File: src/rtl/alu_pkg.sv
// Shared ALU definitions: opcode and condition encodings, NZCV flag bit
// positions, and opcode classification helpers.
package alu_pkg;

  typedef enum logic [3:0] {
    OP_AND = 4'h0, OP_EOR = 4'h1, OP_SUB = 4'h2, OP_RSB = 4'h3,
    OP_ADD = 4'h4, OP_ADC = 4'h5, OP_SBC = 4'h6, OP_RSC = 4'h7,
    OP_TST = 4'h8, OP_TEQ = 4'h9, OP_CMP = 4'hA, OP_CMN = 4'hB,
    OP_ORR = 4'hC, OP_MOV = 4'hD, OP_BIC = 4'hE, OP_MVN = 4'hF
  } opcode_e;

  typedef enum logic [3:0] {
    CC_EQ = 4'h0, CC_NE = 4'h1, CC_CS = 4'h2, CC_CC = 4'h3,
    CC_MI = 4'h4, CC_PL = 4'h5, CC_VS = 4'h6, CC_VC = 4'h7,
    CC_HI = 4'h8, CC_LS = 4'h9, CC_GE = 4'hA, CC_LT = 4'hB,
    CC_GT = 4'hC, CC_LE = 4'hD, CC_AL = 4'hE, CC_NV = 4'hF
  } cond_e;

  localparam int unsigned FLAG_N = 3;
  localparam int unsigned FLAG_Z = 2;
  localparam int unsigned FLAG_C = 1;
  localparam int unsigned FLAG_V = 0;

  // TST/TEQ/CMP/CMN occupy 8..B
  function automatic logic is_compare(input logic [3:0] op);
    return op[3:2] == 2'b10;
  endfunction

  // Arithmetic ops: SUB..RSC (2..7), CMP, CMN
  function automatic logic is_arith(input logic [3:0] op);
    return (op[3:2] == 2'b00 && op[1]) || (op[3:2] == 2'b01) ||
           (op[3:2] == 2'b10 && op[1]);
  endfunction

endpackage

File: src/rtl/cond_check.sv
// Condition-code evaluation.
//   cond  : instruction condition field
//   flags : current NZCV
//   pass  : 1 when the condition holds
module cond_check
  import alu_pkg::*;
(
  input  logic [3:0] cond,
  input  logic [3:0] flags,
  output logic       pass
);

  logic n, z, c, v;

  assign n = flags[FLAG_N];
  assign z = flags[FLAG_Z];
  assign c = flags[FLAG_C];
  assign v = flags[FLAG_V];

  always_comb begin
    pass = 1'b0;
    case (cond)
      CC_EQ: pass = z;
      CC_NE: pass = !z;
      CC_CS: pass = c;
      CC_CC: pass = !c;
      CC_MI: pass = n;
      CC_PL: pass = !n;
      CC_VS: pass = v;
      CC_VC: pass = !v;
      CC_HI: pass = c && !z;
      CC_LS: pass = !c || z;
      CC_GE: pass = (n == v);
      CC_LT: pass = (n != v);
      CC_GT: pass = !z && (n == v);
      CC_LE: pass = z || (n != v);
      CC_AL: pass = 1'b1;
      CC_NV: pass = 1'b0;
      default: pass = 1'b0;
    endcase
  end

endmodule

File: src/rtl/cond_writeback.sv
// Conditional writeback stage: evaluates the condition against the
// registered NZCV flags, updates flags, and retires the op one cycle later.
//   clk, reset          : clock, asynchronous active-high reset
//   in_valid/stall/flush: stage handshake and control
//   cond/opcode/s_bit   : instruction fields
//   alu_result/alu_flags/shifter_carry/rd : execute-stage data
//   cond_pass           : combinational condition result for current input
//   carry_out/flags     : registered C and NZCV
//   out_*               : registered retirement outputs
module cond_writeback
  import alu_pkg::*;
#(
  parameter int unsigned WIDTH = 32
) (
  input  logic             clk,
  input  logic             reset,
  input  logic             in_valid,
  input  logic             stall,
  input  logic             flush,
  input  logic [3:0]       cond,
  input  logic [3:0]       opcode,
  input  logic             s_bit,
  input  logic [WIDTH-1:0] alu_result,
  input  logic [3:0]       alu_flags,
  input  logic             shifter_carry,
  input  logic [3:0]       rd,
  output logic             cond_pass,
  output logic             carry_out,
  output logic [3:0]       flags,
  output logic             out_valid,
  output logic [WIDTH-1:0] out_result,
  output logic [3:0]       out_rd,
  output logic             out_reg_write
);

  logic [3:0]       flags_q,     flags_d;
  logic             valid_q,     valid_d;
  logic [WIDTH-1:0] result_q,    result_d;
  logic [3:0]       rd_q,        rd_d;
  logic             reg_write_q, reg_write_d;

  logic is_cmp;

  // Condition sees registered flags, so back-to-back ops chain naturally
  cond_check u_cond_check (
    .cond  (cond),
    .flags (flags_q),
    .pass  (cond_pass)
  );

  assign is_cmp = is_compare(opcode);

  // Next-state: flush beats stall beats accept
  always_comb begin
    flags_d     = flags_q;
    valid_d     = valid_q;
    result_d    = result_q;
    rd_d        = rd_q;
    reg_write_d = reg_write_q;

    if (flush) begin
      valid_d     = 1'b0;
      reg_write_d = 1'b0;
    end else if (stall) begin
      // hold everything
    end else if (in_valid) begin
      valid_d     = 1'b1;
      result_d    = alu_result;
      rd_d        = rd;
      reg_write_d = cond_pass && !is_cmp;
      if (cond_pass && (s_bit || is_cmp)) begin
        if (is_arith(opcode)) begin
          flags_d = alu_flags;
        end else begin
          // logical ops take C from the shifter and keep V
          flags_d = {alu_flags[FLAG_N], alu_flags[FLAG_Z], shifter_carry, flags_q[FLAG_V]};
        end
      end
    end else begin
      valid_d     = 1'b0;
      reg_write_d = 1'b0;
    end
  end

  always_ff @(posedge clk or posedge reset) begin
    if (reset) begin
      flags_q     <= 4'b0000;
      valid_q     <= 1'b0;
      result_q    <= '0;
      rd_q        <= 4'd0;
      reg_write_q <= 1'b0;
    end else begin
      flags_q     <= flags_d;
      valid_q     <= valid_d;
      result_q    <= result_d;
      rd_q        <= rd_d;
      reg_write_q <= reg_write_d;
    end
  end

  assign flags         = flags_q;
  assign carry_out     = flags_q[FLAG_C];
  assign out_valid     = valid_q;
  assign out_result    = result_q;
  assign out_rd        = rd_q;
  assign out_reg_write = reg_write_q;

endmodule

File: config.mk
export PLATFORM = sky130hd
export DESIGN_NAME = cond_writeback
export DESIGN_NICKNAME = d
export VERILOG_FILES = /design/src/rtl/alu_pkg.sv /design/src/rtl/cond_check.sv /design/src/rtl/cond_writeback.sv
export SDC_FILE = /design/constraint.sdc
export NUM_CORES = 1
export LEC_CHECK = 0
export ABC_CLOCK_PERIOD_IN_PS = 6500
export CAP_MARGIN = 20
export CELL_PAD_IN_SITES_DETAIL_PLACEMENT = 2
export CELL_PAD_IN_SITES_GLOBAL_PLACEMENT = 2
export CORE_MARGIN = 10
export CORE_UTILIZATION = 26
export DETAILED_ROUTE_END_ITERATION = 8
export GPL_TIMING_DRIVEN = 0
export PLACE_DENSITY = 0.9
export SETUP_SLACK_MARGIN = 0.5
export SLEW_MARGIN = 20
export SYNTH_ARGS = -nofsm -noshare
export SYNTH_HDL_FRONTEND = slang
export SYNTH_HIERARCHICAL = 1
export SYNTH_SLANG_ARGS = --single-unit
File: constraint.sdc
create_clock -name clk -period 6.5 [get_ports clk]
set_input_delay 1.95 -clock clk [delete_from_list [all_inputs] [get_ports clk]]
set_output_delay 1.95 -clock clk [all_outputs]
set_load 0.02 [all_outputs]
[Word level (Yosys, flattened, before mapping)]
Cells that the tools add are included.
Widths: inputs -> output; s select.
Storage, ports and cells
  register bits: 42
  input port bits: 55
  output and inout port bits: 44
  word-level logic and storage cells: 57
Operators by class
  equal/unequal tests: 20
  multiplexer cells: 8
  bitwise operators: 2
  reductions and logical operators: 21
Operator list (number)
  $eq 4x4->1 const B: 8
  $eq 4x3->1 const B: 4
  $pmux 1 s16: 1
  $eq 4x2->1 const B: 2
  $logic_and 1x1->1: 6
  $mux 1: 6
  $logic_not 1->1: 5
  $logic_or 1x1->1: 5
  $reduce_and 5->1: 1
  $eq 4x1->1 const B: 1
  $logic_not 4->1: 1
  $reduce_and 4->1: 1
  $reduce_and 3->1: 1
  $eq 2x1->1 const B: 1
  $eq 2x2->1 const B: 1
  $logic_not 2->1: 1
  $mux 2: 1
  $ne 2x1->1 const B: 1
  $not 1->1: 2
  $eq 1x1->1: 1
  $ne 1x1->1: 1

[Longest topological paths before layout]
Gate-level depths: netlist of run 1.
  word-level depth: 7
  depth in mapped cells: 9
  gate-level depth less buffers: 8

[Hierarchy]
The synthesis of run 1 kept the hierarchy.
By module, submodules not included
  cond_writeback: times used 1, cells an instance 101, area an instance 1662.8 um^2, sequential area each 1051.0 um^2
  cond_check: times used 1, cells an instance 23, area an instance 155.1 um^2, sequential area each 0.0 um^2

[Least setup slack after synthesis of run 1]
No wires, ideal clock.
  path kind: input to output
  start: input port cond[0]
  end: output port cond_pass
  arrival time: 3.164 ns
  data required time: 4.550 ns
  setup slack: 1.386 ns
  stages: 6
  path buffers: 1
  cell sequence: buf_4 nor2_1 a211oi_1 a2111oi_1 a311oi_1 o22ai_1
Between the ends
  cells in the longest elaborated chain, start to end: 2
  elaborated cells between the ends (all ways): 17
  those cells by class: eq/ne (15); mux (1); reduce/logical (1)
RTL lines
  from (decl): line cond_writeback.sv:20  | input logic [3:0] cond,
  $eq 4x4->1 (tied with other cells): line cond_check.sv:22  | case (cond)
  $pmux 1 s16 (*): line cond_check.sv:22
  to (decl): line cond_writeback.sv:27  | output logic cond_pass,
Every way passes the cells marked *; elsewhere a longest branch is shown, timed or not.

[Worst setup path in the final report of run 1]
  start: input port cond[3]
  end: output port cond_pass
The elaborated chain is that of the path after synthesis.

==> out/results.tsv, run 1 <==
stage	metric	value	unit
final_layout	multi-input logic area	676	µm²
die	DIE AREA	0.0107	mm²
worst_setup_path	CP Capture Type	primary output	
final_layout	layout cell share with drive strength beyond 1	0.254	
clock_tree	Worst-Skew Late Latency	0.29	ns
global_routing	grt ovf	0	
placement	PortBufs	95	
yosys	Synth Area in Adders	0	
worst_setup_path	Critical Path Source Type	primary input	
yosys	post-synthesis compound-gate area fraction	0.0496	
global_routing	largest net degree at the start of global routing	31	
sta	Final setup viols	0	
routing	DRC	0	
sta	Hold WS	0.511	ns
yosys	post-synth top area share	0.578	
worst_setup_path	crit path DAT	3.84	ns
sta	Worst Tran Pin Value	0.401	ns
clock_tree	hold buffers post-CTS	0	
clock_tree	Root Buffer	clkbuf_8	
clock_tree	clock-pin slew on the worst setup and hold paths	0.09	ns
min_path	HP Class	reg2reg	
yosys	Syn Nets	179	
power	worst vdd ir	0.147	mV
routing	ANT nets after route	0	
yosys	Synth Instances	124	
routing	DR WL/cell	19.0	µm
clock_tree	H-tree levels	2	
final_layout	FF+latch area	0.00105	mm²
die	Core Region	0.00679	mm²
yosys	Post-Synth Simple-Gate Area	0.0413	
global_routing	vias in the first global route	1736	
yosys	largest family of logic cells by synthesized area	multiplexers	
routing	Pre-Repair DR Iteration Count	4	
routing	Via density	4.41	
worst_setup_path	CP Data Required Time	4.55	ns
sta	Period minus WS final	5.79	ns
sta	Setup TNS Final	0	ns
placement	placed wire-length estimate	4930	µm
final_layout	Fill cells	689	
yosys	mux cell area share after synthesis	0.258	
yosys	Distinct cells, synth	25	
clock_tree	Num CTS Buffers	5	
global_routing	All-Layer GR Usage	0.115	
sta	crit share post-route	0.891	
die	die width	104	µm
final_layout	Diodes inserted	0	
power	leakage	1.21	nW
yosys	ranking of synthesized cells by area	dfrtp_1, mux2_2, buf_12	
placement	routability cong.	0.773	
final_layout	most common library cell in the layout ignoring fill and taps	clkdlybuf4s50_1	
sta	final hold vios	0	
sta	max-slew violations	0	
worst_setup_path	Crit Path Max Fanout	3	
yosys	Mean Syn Cell Area	14.7	µm²
die	Rows	30	
final_layout	nets	282	
clock_tree	CTS tree	built	
final_layout	Core Util, Final	0.443	
sta	fmax	173	MHz
sta	RSZ-0062 raised after global routing	false	
clock_tree	CTS sink cnt	42	
die	die height	104	µm
final_layout	most frequent cells in the layout	clkdlybuf4s50_1, dfrtp_1, mux2_2, clkbuf_8	
clock_tree	CTS Buffer Depth	2	
yosys	post-synthesis register bit count	42	
run_status	run status	finished clean	
yosys	area leader, netlist	dfrtp_1	
worst_setup_path	kind of critical path	in2out	
yosys	post-synthesis cell area	0.00182	mm²
global_routing	initial antenna violation count	0	
die	Initial Utilization	0.268	
sta	Rel. slew slack	0.729	
sta	Worst Skew	0.000411	ns
power	pwr/cell area	294	mW/mm²
routing	final wirelength	6150	µm
routing	DR iter-0 viols	28	
final_layout	synthesis-to-finish area growth	65.6	%
yosys	Synth Warn #	6	
yosys	sequential area share after synthesis	0.578	
die	Top-Level Pins	99	
flow_run	max-cap violations	0	
yosys	Synth Area in XOR/XNOR	0.0193	
routing	total number of vias	1428	
global_routing	first-pass GRT wire length	9850	µm
==> routing by layer <==
metal  vias up  part of all wire  global-route usage
met2        51              0.55               0.216
met4         0            0.0088              0.0212
met5         -                 0                   0
li1        645                 -                   -
met3         5             0.091              0.0595
met1       727              0.35               0.109
==> state kept, by name, summed over array words and instances, names as in the netlist <==
register       count
out_reg_write      1
flags              4
out_result        32
out_rd             4
out_valid          1
==> cell families (layout without fill, tap and decap cells) <==
kind of cell / count (synthesis) / after routing
simple gates: 14 / 14
buf+inv: 9 / 113
compound gates: 13 / 13
mux: 42 / 42
xor+xnor: 4 / 4
flops: 42 / 42
==> cell type report <==
cell class	instances	area share
clock inverter	2	0.00416
timing repair buffer	96	0.323
clock buffer	6	0.0274
tap	96	0.0399
buffer	7	0.0299
inverter	2	0.00249
multi-input combinational	73	0.224
sequential	42	0.349
==> worst max-delay path: stages <==
cell and delay [ns]:
clkdlybuf4s50_1 0.51, inv_1 0.09, a2111oi_1 0.32, a311oi_1 0.10, o22ai_2 0.20, clkdlybuf4s50_1 0.66
==> metrics by stage <==
step                      cells  total power [mW]  instance area, µm²  setup WS [ns]
final                       324             0.886                3010          0.710
after global routing        324             0.943                3010          0.588
after CTS                   324             0.902                3000          0.569
after detailed placement    316             0.717                2910          0.576
after global placement      315             0.698                2890          0.610
after floorplan             124             0.524                1820           1.39
==> worst paths after layout <==
check,from,end,slack (ns),depth (start not counted)
max in group asynchronous,reset,out_result[28],4.10,3
min in group asynchronous,reset,out_result[14],1.93,2
worst max-delay path,cond[3],cond_pass,0.71,6
worst max register to register,flags[3],flags[0],4.17,8
worst min-delay path,out_result[16],out_result[16],0.51,1
worst min register to register,out_result[16],out_result[16],0.51,1
==> report_power, final <==
part           internal, mW  total, mW  switching, mW  leakage [nW]
clock                0.0855      0.180         0.0945        0.0472
sequential            0.315      0.353         0.0384         0.503
combinational         0.191      0.352          0.162         0.660
==> repair_timing <==
item	4_1_cts	5_1_grt
resized for setup	0	1
hold endpoints to repair	0	0
buffers inserted	0	0
setup endpoints to repair	0	1
==> cells in the mapped netlist <==
cell type  count
dfrtp_1       42
mux2_2        39
nand2_1        4
nor2_1         4
a21oi_1        3
buf_12         3
mux2i_1        3
o21ai_0        3
xor2_1         3
buf_4          2
inv_1          2
nor2b_1        2
o22ai_1        2
a2111oi_1      1
a211oi_1       1
a311oi_1       1
buf_6          1
clkbuf_1       1
nand2b_1       1
nor3_1         1
nor3b_2        1
nor4b_1        1
o211ai_2       1
o22a_1         1
xnor2_1        1
Note: power is estimated with default switching activity, not from simulation.
==> run 2, diff against run 1 <==
--- a/config.mk
+++ b/config.mk
@@ -9,7 +9,7 @@
 export CAP_MARGIN = 20
 export CELL_PAD_IN_SITES_DETAIL_PLACEMENT = 2
 export CELL_PAD_IN_SITES_GLOBAL_PLACEMENT = 2
-export CORE_MARGIN = 10
+export CORE_MARGIN = 4
 export CORE_UTILIZATION = 26
 export DETAILED_ROUTE_END_ITERATION = 8
 export GPL_TIMING_DRIVEN = 0
==> constraint.sdc (replaced) <==
create_clock -name clk -period 6.5 [get_ports clk]
set_input_delay 1.95 -clock clk [delete_from_list [all_inputs] [get_ports clk]]
set_output_delay 1.95 -clock clk [all_outputs]
set_load 0.1 [all_outputs]
==> run 2 against run 1 <==
  * Register-to-register slack about the same
  * Sequential share of layout area down 0.16 points
  * Final area up 0.46%
  * Final cell count unchanged
  * Critical path type unchanged
  * Critical endpoint unchanged
==> out/results.tsv, run 2 (synthesis results as in run 1) <==
stage	metric	value	unit
routing	total number of vias	1406	
sta	Setup TNS Final	0	ns
placement	placed wire-length estimate	4320	µm
clock_tree	post-CTS setup repair buffer count	0	
routing	DR iter-0 viols	16	
global_routing	vias in the first global route	1671	
die	Top-Level Pins	99	
min_path	HP Class	reg2reg	
placement	pre-CTS WS	0.211	ns
final_layout	synthesis-to-finish area growth	66.3	%
clock_tree	Num CTS Buffers	5	
power	pwr/cell area	420	mW/mm²
routing	final wirelength	5420	µm
power	worst vdd ir	0.153	mV
sta	Final setup viols	0	
worst_setup_path	crit path DAT	3.66	ns
routing	DRC	0	
die	Rows	30	
final_layout	layout cell share with drive strength beyond 1	0.250	
sta	Worst Skew	0.00167	ns
routing	Via density	4.34	
global_routing	grt ovf	0	
sta	Worst Tran Pin Value	0.997	ns
worst_setup_path	kind of critical path	in2out	
die	Initial Utilization	0.268	
sta	worst setup slack after layout	0.887	ns
sta	max-slew violations	0	
routing	Pre-Repair DR Iteration Count	2	
die	Core Region	0.00679	mm²
global_routing	largest net degree at the start of global routing	23	
die	die height	91.6	µm
power	leakage	1.22	nW
clock_tree	clock-pin slew on the worst setup and hold paths	0.08	ns
worst_setup_path	Crit Path Max Fanout	3	
placement	routability cong.	0.667	
placement	PortBufs	95	
final_layout	nets	282	
global_routing	first-pass GRT wire length	8960	µm
clock_tree	H-tree levels	2	
clock_tree	CTS Buffer Depth	2	
worst_setup_path	CP Data Required Time	4.55	ns
clock_tree	Worst-Skew Late Latency	0.28	ns
clock_tree	CTS tree	built	
clock_tree	Root Buffer	clkbuf_8	
sta	Period minus WS final	5.61	ns
worst_setup_path	Worst R2R Setup Slack	4.18	ns
final_layout	most common library cell in the layout ignoring fill and taps	clkdlybuf4s50_1	
flow_run	max-cap violations	0	
die	DIE AREA	0.00839	mm²
global_routing	initial antenna violation count	0	
die	die width	91.6	µm
sta	RSZ-0062 raised after global routing	false	
run_status	run status	finished clean	
power	Power, Total	1.27	mW
final_layout	Diodes inserted	0	
final_layout	Largest register FFs	32	
sta	fmax	178	MHz
sta	Rel. slew slack	0.333	
clock_tree	CTS sink cnt	42	
worst_setup_path	Critical Path Source Type	primary input	
sta	final hold vios	0	
sta	crit share post-route	0.864	
worst_setup_path	CP Capture Type	primary output	
global_routing	All-Layer GR Usage	0.136	
final_layout	most frequent cells in the layout	clkdlybuf4s50_1, dfrtp_1, mux2_2, clkbuf_8	
routing	DR WL/cell	16.7	µm
routing	ANT nets after route	0	
==> run 2: routing by layer <==
| metal | vias up | GRT usage | share of wire |
|---|---|---|---|
| met5 | - | 0 | 0 |
| met4 | 0 | 0.0264 | 0.0053 |
| met3 | 4 | 0.0492 | 0.077 |
| met2 | 61 | 0.250 | 0.54 |
| met1 | 702 | 0.150 | 0.38 |
| li1 | 639 | - | - |
==> run 2: final timing paths <==
check,startpoint,end,cells past startpoint
min,out_result[16],out_result[16],1
max reg2reg,flags[3],flags[0],8
max in group asynchronous,reset,out_result[1],3
min reg2reg,out_result[16],out_result[16],1
max,cond[3],cond_pass,6
min in group asynchronous,reset,out_result[26],2
==> run 2: critical path, stage by stage <==
cell and delay [ns]:
clkdlybuf4s50_1 0.50, inv_1 0.09, a2111oi_1 0.34, a311oi_1 0.10, o22ai_2 0.18, clkbuf_2 0.50
==> run 2: repair_timing <==
action / 4_1_cts / 5_1_grt
hold endpoints to repair: 0 / 0
setup endpoints to repair: 1 / 1
hold buffers: 0 / 0
cloned: 0 / 0
gates resized for setup: 2 / 1
==> run 2: layout make-up <==
cell class                 count  area (µm²)
tap                           96         120
timing repair buffer          96         973
fill                         697        3770
buffer                         7        90.1
clock buffer                   7        76.3
inverter                       2        7.51
multi-input combinational     73         676
sequential                    42        1050
clock inverter                 1        30.0
==> run 2: stage by stage <==
step | instances | instance area [µm²] | hold WS, ns | utilization
6_report | 324 | 3020 | 0.509 | 0.445
5_1_grt | 324 | 3020 | 0.534 | 0.445
4_1_cts | 324 | 3030 | 0.515 | 0.446
3_5_place_dp | 316 | 2920 | 0.496 | 0.430
3_3_place_gp | 315 | 2900 | 0.489 | 0.426
2_1_floorplan | 124 | 1820 | 1.00 | -
==> run 2: report_power, final <==
part / internal, mW / leakage, nW / switching [mW]
Combinational: 0.187 / 0.664 / 0.526
Sequential: 0.315 / 0.503 / 0.0387
Clock: 0.115 / 0.0524 / 0.0885
Total: 0.617 / 1.22 / 0.653
